<file path="config.mk">
export PLATFORM = sky130hd
export DESIGN_NAME = video_timing_gen_flat
export DESIGN_NICKNAME = d
export VERILOG_FILES = /design/src/rtl/video_timing_pkg.sv /design/src/rtl/video_timing_gen_if.sv /design/src/rtl/video_timing_gen_sync_2ff.sv /design/src/rtl/video_timing_gen.sv /design/src/flat_wrapper.sv
export SDC_FILE = /design/constraint.sdc
export NUM_CORES = 1
export LEC_CHECK = 0
export BUFFER_PORTS_ARGS = -buffer_cell sky130_fd_sc_hd__buf_2
export CORE_MARGIN = 1
export CORE_UTILIZATION = 47
export DETAILED_ROUTE_END_ITERATION = 8
export PLACE_DENSITY = 0.71
export SLEW_MARGIN = 0
export SYNTH_ARGS = -nofsm -noshare
export SYNTH_HDL_FRONTEND = slang
export SYNTH_SLANG_ARGS = --single-unit
export TNS_END_PERCENT = 5
</file>
<file path="constraint.sdc">
create_clock -name clk -period 2.2 [get_ports clk]
set_input_delay 0.11 -clock clk [delete_from_list [all_inputs] [get_ports clk]]
set_output_delay 0.11 -clock clk [all_outputs]
set_load 0.02 [all_outputs]
</file>
<file path="src/rtl/video_timing_pkg.sv">
// Shared raster-timing types and constants for the pixel-clock domain.
// Defaults describe 1024x768@60 at a 65 MHz pixel clock.
package video_timing_pkg;

    typedef enum logic [1:0] {
        WAIT_LOCK,
        SETTLE,
        RUN
    } state_t;

    localparam int XGA_H_ACTIVE = 1024;
    localparam int XGA_H_FP     = 24;
    localparam int XGA_H_SYNC   = 136;
    localparam int XGA_H_BP     = 160;
    localparam int XGA_V_ACTIVE = 768;
    localparam int XGA_V_FP     = 3;
    localparam int XGA_V_SYNC   = 6;
    localparam int XGA_V_BP     = 29;

    function automatic int total(input int act, input int fp,
                                 input int sync, input int bp);
        return act + fp + sync + bp;
    endfunction

endpackage

</file>
<file path="src/rtl/video_timing_gen_if.sv">
// Raster output bundle from the timing generator to the encoder
// and the frame-buffer read path.
interface video_timing_gen_if #(
    parameter int CW = 12
);
    logic          hs;
    logic          vs;
    logic          de;
    logic          req_de;
    logic [CW-1:0] x;
    logic [CW-1:0] y;
    logic          line_start;
    logic          frame_start;
    logic          running;

    modport master (
        output hs, vs, de, req_de, x, y,
        output line_start, frame_start, running
    );

    modport slave (
        input hs, vs, de, req_de, x, y,
        input line_start, frame_start, running
    );
endinterface

</file>
<file path="src/rtl/video_timing_gen_sync_2ff.sv">
// Generic 1-bit two-flop synchroniser with synchronous clear.
module sync_2ff (
    input  logic clk,
    input  logic rst,
    input  logic d,
    output logic q
);
    logic meta;

    always_ff @(posedge clk) begin
        if (rst) begin
            meta <= 1'b0;
            q    <= 1'b0;
        end else begin
            meta <= d;
            q    <= meta;
        end
    end
endmodule

</file>
<file path="src/rtl/video_timing_gen.sv">
// Raster timing generator: waits for a settled PLL lock, then runs
// h/v counters and emits registered sync, enable and coordinate outputs.
module video_timing_gen
    import video_timing_pkg::*;
#(
    parameter int   H_ACTIVE  = XGA_H_ACTIVE,
    parameter int   H_FP      = XGA_H_FP,
    parameter int   H_SYNC    = XGA_H_SYNC,
    parameter int   H_BP      = XGA_H_BP,
    parameter int   V_ACTIVE  = XGA_V_ACTIVE,
    parameter int   V_FP      = XGA_V_FP,
    parameter int   V_SYNC    = XGA_V_SYNC,
    parameter int   V_BP      = XGA_V_BP,
    parameter logic HS_POL    = 1'b0,
    parameter logic VS_POL    = 1'b0,
    parameter int   LOCK_WAIT = 1024,
    parameter int   REQ_LEAD  = 2,
    parameter int   CW        = 12
) (
    input  logic               clk,
    input  logic               rst,
    input  logic               pll_lock,
    video_timing_gen_if.master vid
);
    localparam int H_TOTAL = total(H_ACTIVE, H_FP, H_SYNC, H_BP);
    localparam int V_TOTAL = total(V_ACTIVE, V_FP, V_SYNC, V_BP);
    localparam int HS_BEG  = H_ACTIVE + H_FP;
    localparam int HS_END  = HS_BEG + H_SYNC;
    localparam int VS_BEG  = V_ACTIVE + V_FP;
    localparam int VS_END  = VS_BEG + V_SYNC;
    localparam int LCW     = $clog2(LOCK_WAIT) + 1;

    logic           lock_s;
    state_t         state, state_nx;
    logic [LCW-1:0] lock_cnt;
    logic [CW-1:0]  h_cnt, v_cnt;
    logic           run_hold;
    logic           h_last, v_last;
    logic [CW:0]    h_sum;
    logic [CW-1:0]  h_ahead, v_ahead;
    logic           act, act_ahead, hs_on, vs_on;

    sync_2ff u_lock_sync (
        .clk (clk),
        .rst (rst),
        .d   (pll_lock),
        .q   (lock_s)
    );

    always_ff @(posedge clk) begin
        if (rst) state <= WAIT_LOCK;
        else     state <= state_nx;
    end

    always_comb begin
        state_nx = state;
        unique case (state)
            WAIT_LOCK: if (lock_s) state_nx = SETTLE;
            SETTLE: begin
                if (!lock_s)
                    state_nx = WAIT_LOCK;
                else if (lock_cnt == LCW'(LOCK_WAIT - 1))
                    state_nx = RUN;
            end
            RUN:       if (!lock_s) state_nx = WAIT_LOCK;
            default:   state_nx = WAIT_LOCK;
        endcase
    end

    // Outputs load a live decode only while RUN continues across the edge,
    // so the cycle after leaving RUN is already idle.
    always_comb begin
        vid.running = (state == RUN);
        run_hold    = (state == RUN) && (state_nx == RUN);
    end

    always_ff @(posedge clk) begin
        if (rst || state != SETTLE) lock_cnt <= '0;
        else                        lock_cnt <= lock_cnt + 1'b1;
    end

    assign h_last = (h_cnt == CW'(H_TOTAL - 1));
    assign v_last = (v_cnt == CW'(V_TOTAL - 1));

    always_ff @(posedge clk) begin
        if (rst || !run_hold) begin
            h_cnt <= '0;
            v_cnt <= '0;
        end else if (h_last) begin
            h_cnt <= '0;
            v_cnt <= v_last ? '0 : v_cnt + 1'b1;
        end else begin
            h_cnt <= h_cnt + 1'b1;
        end
    end

    // Position REQ_LEAD pixels ahead, wrapping across line and frame.
    always_comb begin
        h_sum   = {1'b0, h_cnt} + (CW+1)'(REQ_LEAD);
        h_ahead = h_sum[CW-1:0];
        v_ahead = v_cnt;
        if (h_sum >= (CW+1)'(H_TOTAL)) begin
            h_ahead = CW'(h_sum - (CW+1)'(H_TOTAL));
            v_ahead = v_last ? '0 : v_cnt + 1'b1;
        end
    end

    assign act       = (h_cnt < CW'(H_ACTIVE)) && (v_cnt < CW'(V_ACTIVE));
    assign act_ahead = (h_ahead < CW'(H_ACTIVE)) && (v_ahead < CW'(V_ACTIVE));
    assign hs_on     = (h_cnt >= CW'(HS_BEG)) && (h_cnt < CW'(HS_END));
    assign vs_on     = (v_cnt >= CW'(VS_BEG)) && (v_cnt < CW'(VS_END));

    always_ff @(posedge clk) begin
        if (rst || !run_hold) begin
            vid.hs          <= ~HS_POL;
            vid.vs          <= ~VS_POL;
            vid.de          <= 1'b0;
            vid.req_de      <= 1'b0;
            vid.x           <= '0;
            vid.y           <= '0;
            vid.line_start  <= 1'b0;
            vid.frame_start <= 1'b0;
        end else begin
            vid.hs          <= hs_on ? HS_POL : ~HS_POL;
            vid.vs          <= vs_on ? VS_POL : ~VS_POL;
            vid.de          <= act;
            vid.req_de      <= act_ahead;
            vid.x           <= act ? h_cnt : '0;
            vid.y           <= act ? v_cnt : '0;
            vid.line_start  <= act && (h_cnt == '0);
            vid.frame_start <= (h_cnt == '0) && (v_cnt == '0);
        end
    end
endmodule

</file>
<file path="src/flat_wrapper.sv">
// flat-port wrapper written by rule: the top's interface ports become plain ports
module video_timing_gen_flat import video_timing_pkg::*;
#(
    parameter int   H_ACTIVE  = XGA_H_ACTIVE,
    parameter int   H_FP      = XGA_H_FP,
    parameter int   H_SYNC    = XGA_H_SYNC,
    parameter int   H_BP      = XGA_H_BP,
    parameter int   V_ACTIVE  = XGA_V_ACTIVE,
    parameter int   V_FP      = XGA_V_FP,
    parameter int   V_SYNC    = XGA_V_SYNC,
    parameter int   V_BP      = XGA_V_BP,
    parameter logic HS_POL    = 1'b0,
    parameter logic VS_POL    = 1'b0,
    parameter int   LOCK_WAIT = 1024,
    parameter int   REQ_LEAD  = 2,
    parameter int   CW        = 12
)
  (clk, rst, pll_lock, vid_hs, vid_vs, vid_de, vid_req_de, vid_x, vid_y, vid_line_start, vid_frame_start, vid_running);
  video_timing_gen_if #(.CW(CW)) vid_i ();
  input  logic clk;
  input  logic rst;
  input  logic pll_lock;
  output wire logic [$bits(vid_i.hs)-1:0] vid_hs;
  output wire logic [$bits(vid_i.vs)-1:0] vid_vs;
  output wire logic [$bits(vid_i.de)-1:0] vid_de;
  output wire logic [$bits(vid_i.req_de)-1:0] vid_req_de;
  output wire logic [$bits(vid_i.x)-1:0] vid_x;
  output wire logic [$bits(vid_i.y)-1:0] vid_y;
  output wire logic [$bits(vid_i.line_start)-1:0] vid_line_start;
  output wire logic [$bits(vid_i.frame_start)-1:0] vid_frame_start;
  output wire logic [$bits(vid_i.running)-1:0] vid_running;
  assign vid_hs = vid_i.hs;
  assign vid_vs = vid_i.vs;
  assign vid_de = vid_i.de;
  assign vid_req_de = vid_i.req_de;
  assign vid_x = vid_i.x;
  assign vid_y = vid_i.y;
  assign vid_line_start = vid_i.line_start;
  assign vid_frame_start = vid_i.frame_start;
  assign vid_running = vid_i.running;
  video_timing_gen #(.H_ACTIVE(H_ACTIVE), .H_FP(H_FP), .H_SYNC(H_SYNC), .H_BP(H_BP), .V_ACTIVE(V_ACTIVE), .V_FP(V_FP), .V_SYNC(V_SYNC), .V_BP(V_BP), .HS_POL(HS_POL), .VS_POL(VS_POL), .LOCK_WAIT(LOCK_WAIT), .REQ_LEAD(REQ_LEAD), .CW(CW)) u_core (.clk(clk), .rst(rst), .pll_lock(pll_lock), .vid(vid_i));
endmodule
</file>
# After elaboration in Yosys (flattened, before gate mapping)
# Cells that the tools add are included.
word_totals:
  regBits: 69
  latch_bits: 0
  ram_bits: 0
  rom_bits: 0
  inputBits: 3
  output_inout_bits: 31
  memories: 0
op_classes:
  addsub: 5
  multipliers: 0
  div_mod_pow: 0
  magnitude_cmp: 9
  eq_ne: 7
  shift: 0
  muxes: 10
  bitwise_logic: 1
  reduce_logical: 15
op_table:
  columns: ["operator", "n"]
  rows:
  - ["$lt A12 B10 Y1 const B", 3]
  - ["$lt A12 B11 Y1 const B", 3]
  - ["$mux W12", 3]
  - ["$add A12 B1 Y12 const B", 2]
  - ["$logic_not A12 Y1", 2]
  - ["$add A12 B2 Y13 const B", 1]
  - ["$ge A13 B11 Y1 const B", 1]
  - ["$eq A12 B10 Y1 const B", 1]
  - ["$eq A12 B11 Y1 const B", 1]
  - ["$ge A12 B10 Y1 const B", 1]
  - ["$ge A12 B11 Y1 const B", 1]
  - ["$sub A12 B11 Y12 const B", 1]
  - ["$add A11 B1 Y11 const B", 1]
  - ["$eq A11 B10 Y1 const B", 1]
  - ["$mux W2", 4]
  - ["$logic_and A1 B1 Y1", 7]
  - ["$pmux W2 S3", 1]
  - ["$eq A2 B2 Y1 const B", 2]
  - ["$reduce_or A2 Y1", 2]
  - ["$eq A2 B1 Y1 const B", 1]
  - ["$logic_not A2 Y1", 1]
  - ["$logic_or A1 B1 Y1", 2]
  - ["$mux W1", 2]
  - ["$ne A2 B1 Y1 const B", 1]
  - ["other kinds (2)", 2]

# Longest topological paths before layout
# Gate-level depths: netlist of the first run.
depth:
  depth_word: 9
  depth_mapped: 7
  mapped_depth_nobuf: 7

# Hierarchy
# Synthesis of the first run repeated with hierarchy kept, for this count alone.
unflattened:
  hier_cells: 337
  hier_area_um2: 2987.9
by_module_without_submodules:
  columns: ["mod", "n_inst", "cells_per_inst", "area_per_inst_um2"]
  rows:
  - ["video_timing_gen", 1, 333, 2935.3]
  - ["sync_2ff", 1, 4, 52.6]

# Worst setup path before layout of the first run
# OpenSTA, ideal clock, no wires.
synth_timing:
  kind: "register to register"
  from: "register u_core.h_cnt[3]"
  to: "register u_core.vid.req_de"
  arrival_time_ps: 1947
  path_slack_ps: 152
  path_stages_with_launch: 8
  n_path_buf: 1
  synth_period_minus_slack_ps: 2048
  cell_sequence: "dfxtp_1 buf_2 nand3_2 nor2_1 or3_2 a311oi_1 mux2_2 o41ai_1"
synth_between:
  elab_chain_len: 5
  word_cells_on_any_way: 8
  classes_between: "add/sub (2); order compare (3); mux (2); reduce/logical (1)"
synth_lines:
  columns: ["item", "line_no", "rtl"]
  rows:
  - ["start: declaration", "video_timing_gen.sv:36", "logic [CW-1:0] h_cnt, v_cnt;"]
  - ["start signal: assignment", "video_timing_gen.sv:93", "h_cnt <= h_cnt + 1'b1;"]
  - ["$add A12 B2 Y13 *", "video_timing_gen.sv:99", "h_sum = {1'b0, h_cnt} + (CW+1)'(REQ_LEAD);"]
  - ["$sub A12 B11 Y12 or $ge A13 B11 Y1 (tied branches)", "video_timing_gen.sv:103, video_timing_gen.sv:102", null]
  - ["$mux W12", "video_timing_gen.sv:102", "if (h_sum >= (CW+1)'(H_TOTAL)) begin"]
  - ["$lt A12 B11 Y1 or $lt A12 B10 Y1 (tied branches)", "video_timing_gen.sv:109", "assign act_ahead = (h_ahead < CW'(H_ACTIVE)) && (v_ahead < CW'(V_ACTIVE));"]
  - ["$logic_and A1 B1 Y1 *", "video_timing_gen.sv:109", null]
  - ["end signal: assignment", "video_timing_gen.sv:127", "vid.req_de <= act_ahead;"]
  - ["end: declaration", "video_timing_gen_if.sv:17", "output hs, vs, de, req_de, x, y,"]
# Every way passes the cells marked *; elsewhere a longest branch is shown, timed or not.
# A chain may end at the register's enable or synchronous reset.

# Worst setup path after layout of the first run
layout_timing:
  from: "register u_core.h_cnt[1]"
  to: "register u_core.v_cnt[7]"
layout_between:
  elab_chain_len: 1
layout_lines:
  columns: ["item", "line_no", "rtl"]
  rows:
  - ["$eq A12 B11 Y1", "video_timing_gen.sv:82", "assign h_last = (h_cnt == CW'(H_TOTAL - 1));"]
  - ["end signal: assignment", "video_timing_gen.sv:91", "v_cnt <= v_last ? '0 : v_cnt + 1'b1;"]
  - ["end: declaration", "video_timing_gen.sv:36", null]
# No other way between the ends.

==> results of run 1 <==
==> per-stage QoR <==
step           power [W]  hold slack (ns)
3_5_place_dp     0.00130            0.317
3_3_place_gp     0.00130            0.314
6_report         0.00231            0.445
2_1_floorplan    0.00129            0.182
4_1_cts          0.00234            0.450
5_1_grt          0.00240            0.464
==> how the worst max path moves through the flow <==
| stage | start | depth (start not counted) | endpoint |
|---|---|---|---|
| 3_5_place_dp | u_core.h_cnt[2] | 6 | u_core.vid.req_de |
| 3_3_place_gp | u_core.h_cnt[2] | 6 | u_core.vid.req_de |
| 5_1_grt | u_core.h_cnt[1] | 7 | u_core.v_cnt[7] |
| 4_1_cts | u_core.h_cnt[2] | 6 | u_core.vid.req_de |
| 2_1_floorplan | u_core.h_cnt[3] | 7 | u_core.vid.req_de |
| 6_report | u_core.h_cnt[1] | 7 | u_core.v_cnt[7] |
==> power groups by stage <==
stage	combinational, W	clock [W]	sequential, W
2_1_floorplan	0.00000405	0	0.00129
3_5_place_dp	0.0000155	0	0.00129
4_1_cts	0.0000182	0.00106	0.00126
3_3_place_gp	0.0000153	0	0.00128
5_1_grt	0.0000201	0.00112	0.00126
6_report	0.0000179	0.00104	0.00126
==> cell usage after synthesis, types with 9 or more instances <==
| master | count |
|---|---|
| dfxtp_1 | 69 |
| nor2_1 | 44 |
| nand2_1 | 18 |
| and2_1 | 16 |
| xor2_1 | 15 |
| nand3_1 | 12 |
| xnor2_1 | 12 |
| a21oi_1 | 11 |
| inv_1 | 11 |
| nor3_1 | 10 |
| ha_1 | 9 |
| o21ai_0 | 9 |
==> flip-flops by register name (all words and copies together), names as in the netlist <==
register	flops
u_core.vid.hs	1
u_core.vid.de	1
u_core.vid.vs	1
u_core.u_lock_sync.meta	1
u_core.h_cnt	12
u_core.lock_cnt	11
u_core.v_cnt	12
u_core.vid.line_start	1
u_core.vid.frame_start	1
u_core.vid.x	12
u_core.vid.req_de	1
u_core.vid.y	12
u_core.state	2
u_core.u_lock_sync.q	1
==> kinds of logic after synthesis <==
| family | after synthesis |
|---|---|
| xor gates and xnor gates | 27 |
| DFF | 69 |
| and+or+nand+nor | 155 |
| buffers and inverters | 27 |
| muxes | 2 |
| adders and majority gates | 9 |
| other | 1 |
| AOI/OAI and AO/OA | 29 |
==> metal layers <==
metal	track usage [%]	wire (um)	vias up
met1	25.4	2580	1041
met3	5.06	396	13
li1	-	-	1168
met2	28.1	2360	67
met4	13.0	157	0
met5	0	0	-
==> final cells by class <==
| cell class | count | area (um^2) |
|---|---|---|
| Sequential cell | 69 | 1380 |
| Fill cell | 552 | 2540 |
| Clock inverter | 5 | 60.1 |
| Clock buffer | 11 | 141 |
| Timing Repair Buffer | 49 | 290 |
| Multi-Input combinational cell | 226 | 1410 |
| Inverter | 11 | 41.3 |
| Tap cell | 75 | 93.8 |
==> cell usage in the layout, fill, tap and decap left out, drive strengths merged, types with 4 or more instances in the layout <==
cell / instances
nor2: 44
xnor2: 12
inv: 11
ha: 9
xor2: 15
nor3: 11
nor4: 7
and2: 17
o21ai: 9
nand3: 13
nand4: 8
conb: 4
or3: 7
clkbuf: 11
a21oi: 11
dfxtp: 69
or4: 4
and3: 4
nand2b: 5
buf: 47
nand2: 20
==> repair_timing <==
action,4_1_cts,5_1_grt
endpoints found under the hold margin,2,0
buffers inserted,0,0
setup endpoints to repair,0,1
hold buffers,2,0
gates resized for setup,0,3
==> results.py, run 1 <==
metrics = {
    "timing": {
        "maxSlewViolCount": 0,
        "worst_slack_ns": 0.155,
        "fin_crit_ns": 2.05,
        "fin_crit_sh_pct": 93.0,
        "finalSetupTns_ns": 0,
        "rsz0062_at_grt": "no",
        "max_freq_mhz": 489,
        "skew_ns": 0.00890,
        "finalHoldViolCount": 0,
        "setup_viol": 0,
    },
    "synth": {
        "synth-compound-area-share_pct": 5.86,
        "yosysTopAreaCell": "dfxtp_1",
        "netlist-cell-type-count": 51,
        "ys_seq_area_share_pct": 47.3,
        "synthMuxAreaShare_pct": 0.728,
        "synth_xor_xnor_area_share_pct": 8.09,
        "ys_warn_count": 0,
        "synth_top_family_by_area": "simple AND/OR/NAND/NOR gates",
        "synth_fa_ha_area_share_pct": 3.85,
        "synth_area_um2": 2920,
        "synth_edf_count": 0,
        "synth-async-reset-ratio_pct": 0,
        "synth-simple-area-share_pct": 28.9,
        "syn_area_per_cell_um2": 9.16,
        "synth_ff_type": "dfxtp_1",
        "synth_area_leaders": "dfxtp_1, nor2_1, xor2_1",
        "synth_top_area_share_pct": 47.3,
        "synthCells": 319,
        "synth_seq_cells": 69,
    },
    "pwr": {
        "p_int_w": 0.00182,
        "p_switching_w": 0.000491,
        "pwr-share-seq_pct": 54.4,
        "pwr-share-comb_pct": 0.8,
        "vdd_drop_max_mv": 0.493,
        "swShare_pct": 21.2,
        "p_per_area_nw_per_um2": 675,
        "p_leak_nw": 1.35,
        "power_frac_clock_pct": 44.8,
    },
    "place": {
        "place_inst": 428,
        "portBuffers": 33,
        "place_hpwl_mm": 3.79,
        "preCtsSetupSlack_ns": 0.107,
        "gp_congestion": 0.912,
        "dpl_cell_area_um2": 3190,
    },
    "critical_path": {
        "critical_path.max_fanout": 5,
        "path_class": "reg2reg",
        "reg2reg_slack_ns": 0.15,
        "cp_slowest_cell": "dfxtp_1",
        "cp.required_ns": 2.44,
        "rr_worst_depth": 7,
        "crit_path_end_kind": "register",
        "worstReg2RegEnd": "u_core.v_cnt[7]",
        "worstReg2RegStart": "u_core.h_cnt[1]",
        "cp_num_buf_inv": 0,
        "worstPathCellList": "ha_1 > nand2_1 > nor4_4 > nand2_2 > or3_1 > xnor2_1 > nor2b_2",
        "critPathTopFamily": "simple AND/OR/NAND/NOR gates",
        "slowest_delay_ns": 0.42,
        "arrival_ns": 2.28,
        "startpoint_type": "register",
    },
    "global_route": {
        "overflow": 0,
        "grt_pass1_wl_mm": 9.51,
        "grt_max_degree": 17,
        "antenna_found_initial": 0,
        "first_global_vias": 2052,
        "grt.total_usage_pct": 19.5,
    },
    "routing": {
        "wl_per_cell_um": 12.3,
        "detail_route.wirelength_mm": 5.49,
        "drc": 0,
        "firstDrtPassIters": 4,
        "drtAntennaViolNets": 0,
        "drt-initial-drc-count": 152,
        "vias": 2289,
        "via_per_inst": 5.13,
    },
    "clock_network": {
        "cts_max_level": 3,
        "clockBufferDepth": 2,
        "cts_inserted_buffers": 9,
        "insertion_delay_ns": 0.35,
        "clkSlewWorstSetupHoldPaths_ns": 0.08,
        "cts_tree": "yes",
        "cts_sinks": 69,
        "cts_root_buffer": "clkbuf_8",
    },
    "die": {
        "fp.dieH_um": 80.9,
        "io_pins": 34,
        "core_um2": 5960,
        "die_area_um2": 6540,
        "row_count": 28,
        "die_w_um": 80.9,
        "initial_core_util_pct": 49.1,
    },
    "finish": {
        "final_cells": 446,
        "nets": 378,
        "area_delta_synth_final_pct": 17.0,
        "final_area_um2": 3420,
        "fin_util_pct": 57.4,
        "drive_above_1_share_pct": 22.1,
        "n_antenna_cell": 0,
    },
    "worst_hold_path": {
        "hold_depth": 1,
        "whs_endpoint": "u_core.u_lock_sync.q",
        "hp-start": "u_core.u_lock_sync.meta",
        "holdCritPathClass": "reg2reg",
    },
    "run_status": {
        "status": "finished, final reports clean",
    },
    "job": {
        "max_cap_violations": 0,
    },
}
Note: power is estimated with default switching activity, not from simulation.
==> run 2, diff against run 1 <==
MAX_ROUTING_LAYER = met4   (was default)
PLACE_DENSITY = 0.7   (was 0.71)
==> results.py, run 2 (synthesis results as in run 1) <==
metrics = {
    "timing": {
        "worst_slack_ns": 0.117,
        "fin_crit_ns": 2.08,
        "maxSlewViolCount": 0,
        "skew_ns": 0.00819,
        "fin_crit_sh_pct": 94.7,
        "setup_viol": 0,
        "rsz0062_at_grt": "no",
        "finalSetupTns_ns": 0,
        "finalHoldViolCount": 0,
        "max_freq_mhz": 480,
    },
    "clock_network": {
        "post_cts_buffers": 0,
        "clkSlewWorstSetupHoldPaths_ns": 0.08,
        "cts_sinks": 69,
        "cts_hold_buf": 2,
        "post_cts_resized": 0,
        "insertion_delay_ns": 0.35,
        "cts_root_buffer": "clkbuf_8",
        "clockBufferDepth": 2,
        "cts_tree": "yes",
        "cts_inserted_buffers": 9,
        "cts_max_level": 3,
    },
    "critical_path": {
        "worstReg2RegStart": "u_core.h_cnt[7]",
        "worstReg2RegEnd": "u_core.v_cnt[7]",
        "cp.required_ns": 2.44,
        "arrival_ns": 2.32,
        "critical_path.max_fanout": 9,
        "path_class": "reg2reg",
        "startpoint_type": "register",
        "reg2reg_slack_ns": 0.12,
        "crit_path_end_kind": "register",
        "rr_worst_depth": 6,
    },
    "worst_hold_path": {
        "hp-start": "u_core.u_lock_sync.meta",
        "whs_endpoint": "u_core.u_lock_sync.q",
        "holdCritPathClass": "reg2reg",
        "hold_depth": 1,
    },
    "routing": {
        "firstDrtPassIters": 4,
        "drt-initial-drc-count": 181,
        "wl_per_cell_um": 12.6,
        "via_per_inst": 5.03,
        "drtAntennaViolNets": 0,
        "vias": 2262,
        "detail_route.wirelength_mm": 5.68,
        "drc": 0,
    },
    "pwr": {
        "p_leak_nw": 1.38,
        "p_per_area_nw_per_um2": 702,
        "vdd_drop_max_mv": 0.512,
    },
    "global_route": {
        "use_met1_pct": 26.0,
        "grt_most_used_layer": "met2",
        "grt_use_met2_pct": 29.0,
        "grt.total_usage_pct": 20.0,
        "antenna_found_initial": 0,
        "grt_pass1_wl_mm": 9.51,
        "overflow": 0,
        "first_global_vias": 2040,
        "grt_max_degree": 17,
        "use_met3_pct": 4.27,
    },
    "run_status": {
        "status": "finished, final reports clean",
    },
    "place": {
        "preCtsSetupSlack_ns": 0.152,
        "portBuffers": 33,
        "gp_congestion": 0.863,
        "place_hpwl_mm": 3.96,
    },
    "die": {
        "initial_core_util_pct": 49.1,
        "io_pins": 34,
        "core_um2": 5960,
        "die_w_um": 80.9,
        "fp.dieH_um": 80.9,
        "row_count": 28,
        "die_area_um2": 6540,
    },
    "finish": {
        "n_antenna_cell": 0,
        "nets": 382,
        "area_delta_synth_final_pct": 18.5,
        "layout_commonest_cell": "dfxtp_1",
        "final_cell_mix": "dfxtp_1, nor2_1, buf_2",
        "drive_above_1_share_pct": 22.4,
    },
    "job": {
        "max_cap_violations": 0,
    },
}
[run 2: cell count changes in the layout (fill, tap and decap cells not counted)]
| cell | previous run | this run |
|---|---|---|
| buf_4 | 14 | 18 |
| bufinv_16 | 1 | 2 |
| clkbuf_1 | 1 | 0 |
| clkbuf_8 | 10 | 9 |
| dfxtp_1 | 68 | 69 |
| dfxtp_2 | 1 | 0 |
| inv_6 | 0 | 1 |
| nand2_1 | 17 | 18 |
| nand2_2 | 3 | 2 |
| nor3_1 | 9 | 10 |
| nor3_2 | 2 | 1 |
[run 2: cell type report]
class | count | area, um^2
Tap cell | 75 | 93.8
Fill cell | 541 | 2490
Sequential cell | 69 | 1380
Clock buffer | 9 | 124
Multi-Input combinational cell | 226 | 1400
Timing Repair Buffer | 53 | 320
Clock inverter | 7 | 98.8
Inverter | 11 | 41.3
[run 2: worst max-delay path, stage by stage (launching register included)]
cell and delay, ns:
dfxtp_1 0.41, or3_4 0.44, nor4_4 0.39, nand2_2 0.12, or3_1 0.34, xnor2_1 0.13
nor2b_2 0.14
[run 2: power by group]
group          switching, W  internal, W
clock              0.000511     0.000644
combinational     0.0000100   0.00000817
sequential       0.00000153      0.00125
[run 2: worst max-delay path by stage]
| stage | slack (ns) | endpoint | from | cells past startpoint |
|---|---|---|---|---|
| after global placement | 0.18 | u_core.vid.req_de | u_core.h_cnt[1] | 6 |
| after floorplan | 0.15 | u_core.vid.req_de | u_core.h_cnt[3] | 7 |
| after detailed placement | 0.15 | u_core.vid.req_de | u_core.h_cnt[1] | 6 |
| after global routing | 0.02 | u_core.v_cnt[7] | u_core.h_cnt[1] | 7 |
| after CTS | 0.13 | u_core.v_cnt[7] | u_core.h_cnt[7] | 6 |
| final | 0.12 | u_core.v_cnt[7] | u_core.h_cnt[7] | 6 |
[run 2: through the flow]
stage	power (W)	hold WS (ns)	utilization, %	area (um^2)	std cells
2_1_floorplan	0.00129	0.182	-	2930	322
5_1_grt	0.00250	0.472	58.1	3460	450
6_report	0.00243	0.445	58.1	3460	450
3_5_place_dp	0.00130	0.313	54.1	3220	432
3_3_place_gp	0.00130	0.310	54.1	3220	432
4_1_cts	0.00244	0.449	58.1	3460	450
[run 2: layer usage]
layer,up-vias,wire length [um]
met5,-,0
met4,0,106
met3,9,293
met2,61,2470
met1,1022,2810
li1,1170,-
==> run 3, diff against run 2 <==
CORE_MARGIN = 2   (was 1)
==> results.py, run 3 (synthesis results as in run 1) <==
metrics = {
    "die": {
        "die_area_um2": 6870,
        "core_um2": 5960,
        "die_w_um": 82.9,
        "initial_core_util_pct": 49.1,
        "row_count": 28,
        "io_pins": 34,
        "fp.dieH_um": 82.9,
    },
    "place": {
        "place_inst": 429,
        "portBuffers": 33,
        "place_hpwl_mm": 3.95,
        "gp_congestion": 0.878,
    },
    "critical_path": {
        "cp.required_ns": 2.44,
        "crit_path_end_kind": "register",
        "reg2reg_slack_ns": 0.12,
        "critical_path.max_fanout": 5,
        "arrival_ns": 2.32,
        "startpoint_type": "register",
        "path_class": "reg2reg",
        "critPathLaunch": "u_core.h_cnt[5]",
        "worstReg2RegStart": "u_core.h_cnt[5]",
    },
    "routing": {
        "via_per_inst": 5.11,
        "drtAntennaViolNets": 0,
        "drt-initial-drc-count": 201,
        "vias": 2282,
        "detail_route.wirelength_mm": 5.67,
        "wl_per_cell_um": 12.7,
        "firstDrtPassIters": 4,
        "drc": 0,
    },
    "finish": {
        "n_antenna_cell": 0,
        "area_delta_synth_final_pct": 19.2,
        "final_cells": 447,
        "drive_above_1_share_pct": 22.3,
        "layout_commonest_cell": "dfxtp_1",
        "nets": 379,
        "fill_cells": 529,
        "final_cell_mix": "dfxtp_1, nor2_1, buf_2",
    },
    "global_route": {
        "overflow": 0,
        "grt_max_degree": 17,
        "grt.total_usage_pct": 17.5,
        "grt_pass1_wl_mm": 9.44,
        "first_global_vias": 2025,
        "antenna_found_initial": 0,
    },
    "clock_network": {
        "cts_max_level": 3,
        "insertion_delay_ns": 0.34,
        "clkSlewWorstSetupHoldPaths_ns": 0.07,
        "cts_tree": "yes",
        "cts_inserted_buffers": 9,
        "cts_sinks": 69,
        "clockBufferDepth": 2,
        "post_cts_buffers": 0,
        "cts_root_buffer": "clkbuf_8",
    },
    "timing": {
        "fin_crit_ns": 2.08,
        "skew_ns": 0.00785,
        "setup_viol": 0,
        "fin_crit_sh_pct": 94.7,
        "finalHoldViolCount": 0,
        "max_freq_mhz": 480,
        "maxSlewViolCount": 0,
    },
    "job": {
        "max_cap_violations": 0,
    },
    "worst_hold_path": {
        "holdCritPathClass": "reg2reg",
        "hp-start": "u_core.u_lock_sync.meta",
    },
    "pwr": {
        "p_per_area_nw_per_um2": 736,
        "vdd_drop_max_mv": 0.495,
        "p_total_w": 0.00257,
        "p_leak_nw": 1.38,
    },
    "run_status": {
        "status": "finished, final reports clean",
    },
}
==> run 3: final timing paths <==
kind,end,cells after the start
max,u_core.vid.req_de,6
min,u_core.u_lock_sync.q,1
max reg2reg,u_core.vid.req_de,6
min reg2reg,u_core.u_lock_sync.q,1
==> run 3: power by group <==
| part | total [W] | switching, W | internal (W) | leakage (nW) |
|---|---|---|---|---|
| logic | 0.0000182 | 0.0000100 | 0.00000816 | 0.696 |
| clock network | 0.00129 | 0.000474 | 0.000817 | 0.126 |
| registers | 0.00126 | 0.00000156 | 0.00125 | 0.558 |
| total | 0.00257 | 0.000486 | 0.00208 | 1.38 |
==> run 3: area by class of cell <==
type                            count  area [um^2]  area share (%)
Tap cell                           75         93.8            2.69
Sequential cell                    69         1380            39.7
Multi-Input combinational cell    226         1410            40.5
Clock inverter                      5          106            3.05
Inverter                           11         41.3            1.19
Clock buffer                       11          151            4.35
Timing Repair Buffer               50          298            8.55
==> run 3: worst max-delay path: stages (launching register included) <==
cell and delay (ns):
dfxtp_1 0.36, nand3_2 0.13, nor2_1 0.08, or3_2 0.42
a311oi_2 0.30, mux2_2 0.37, o41ai_1 0.31
==> run 3: routing by layer <==
| layer | wire, um | global-route usage, % | vias up |
|---|---|---|---|
| li1 | - | - | 1171 |
| met1 | 2840 | 23.4 | 1032 |
| met2 | 2360 | 23.8 | 69 |
| met3 | 370 | 6.96 | 10 |
| met4 | 108 | 6.26 | 0 |
| met5 | 0 | - | - |
==> run 3: per-stage QoR <==
| step | cell area, um^2 | setup TNS [ns] | util, % | setup slack [ns] | hold WS (ns) |
|---|---|---|---|---|---|
| global route | 3480 | -0.0146 | 58.5 | -0.0146 | 0.456 |
| finish | 3480 | 0 | 58.5 | 0.117 | 0.443 |
| detailed placement | 3200 | 0 | 53.7 | 0.102 | 0.311 |
| CTS | 3470 | 0 | 58.3 | 0.0905 | 0.450 |
| floorplan | 2930 | 0 | - | 0.152 | 0.182 |
| global placement | 3200 | 0 | 53.7 | 0.180 | 0.310 |
==> run 3: what timing repair did <==
item	4_1_cts	5_1_grt
endpoints found under the hold margin	2	0
hold buffers	2	0
gates resized for setup	0	2
endpoints found under the setup margin	0	1
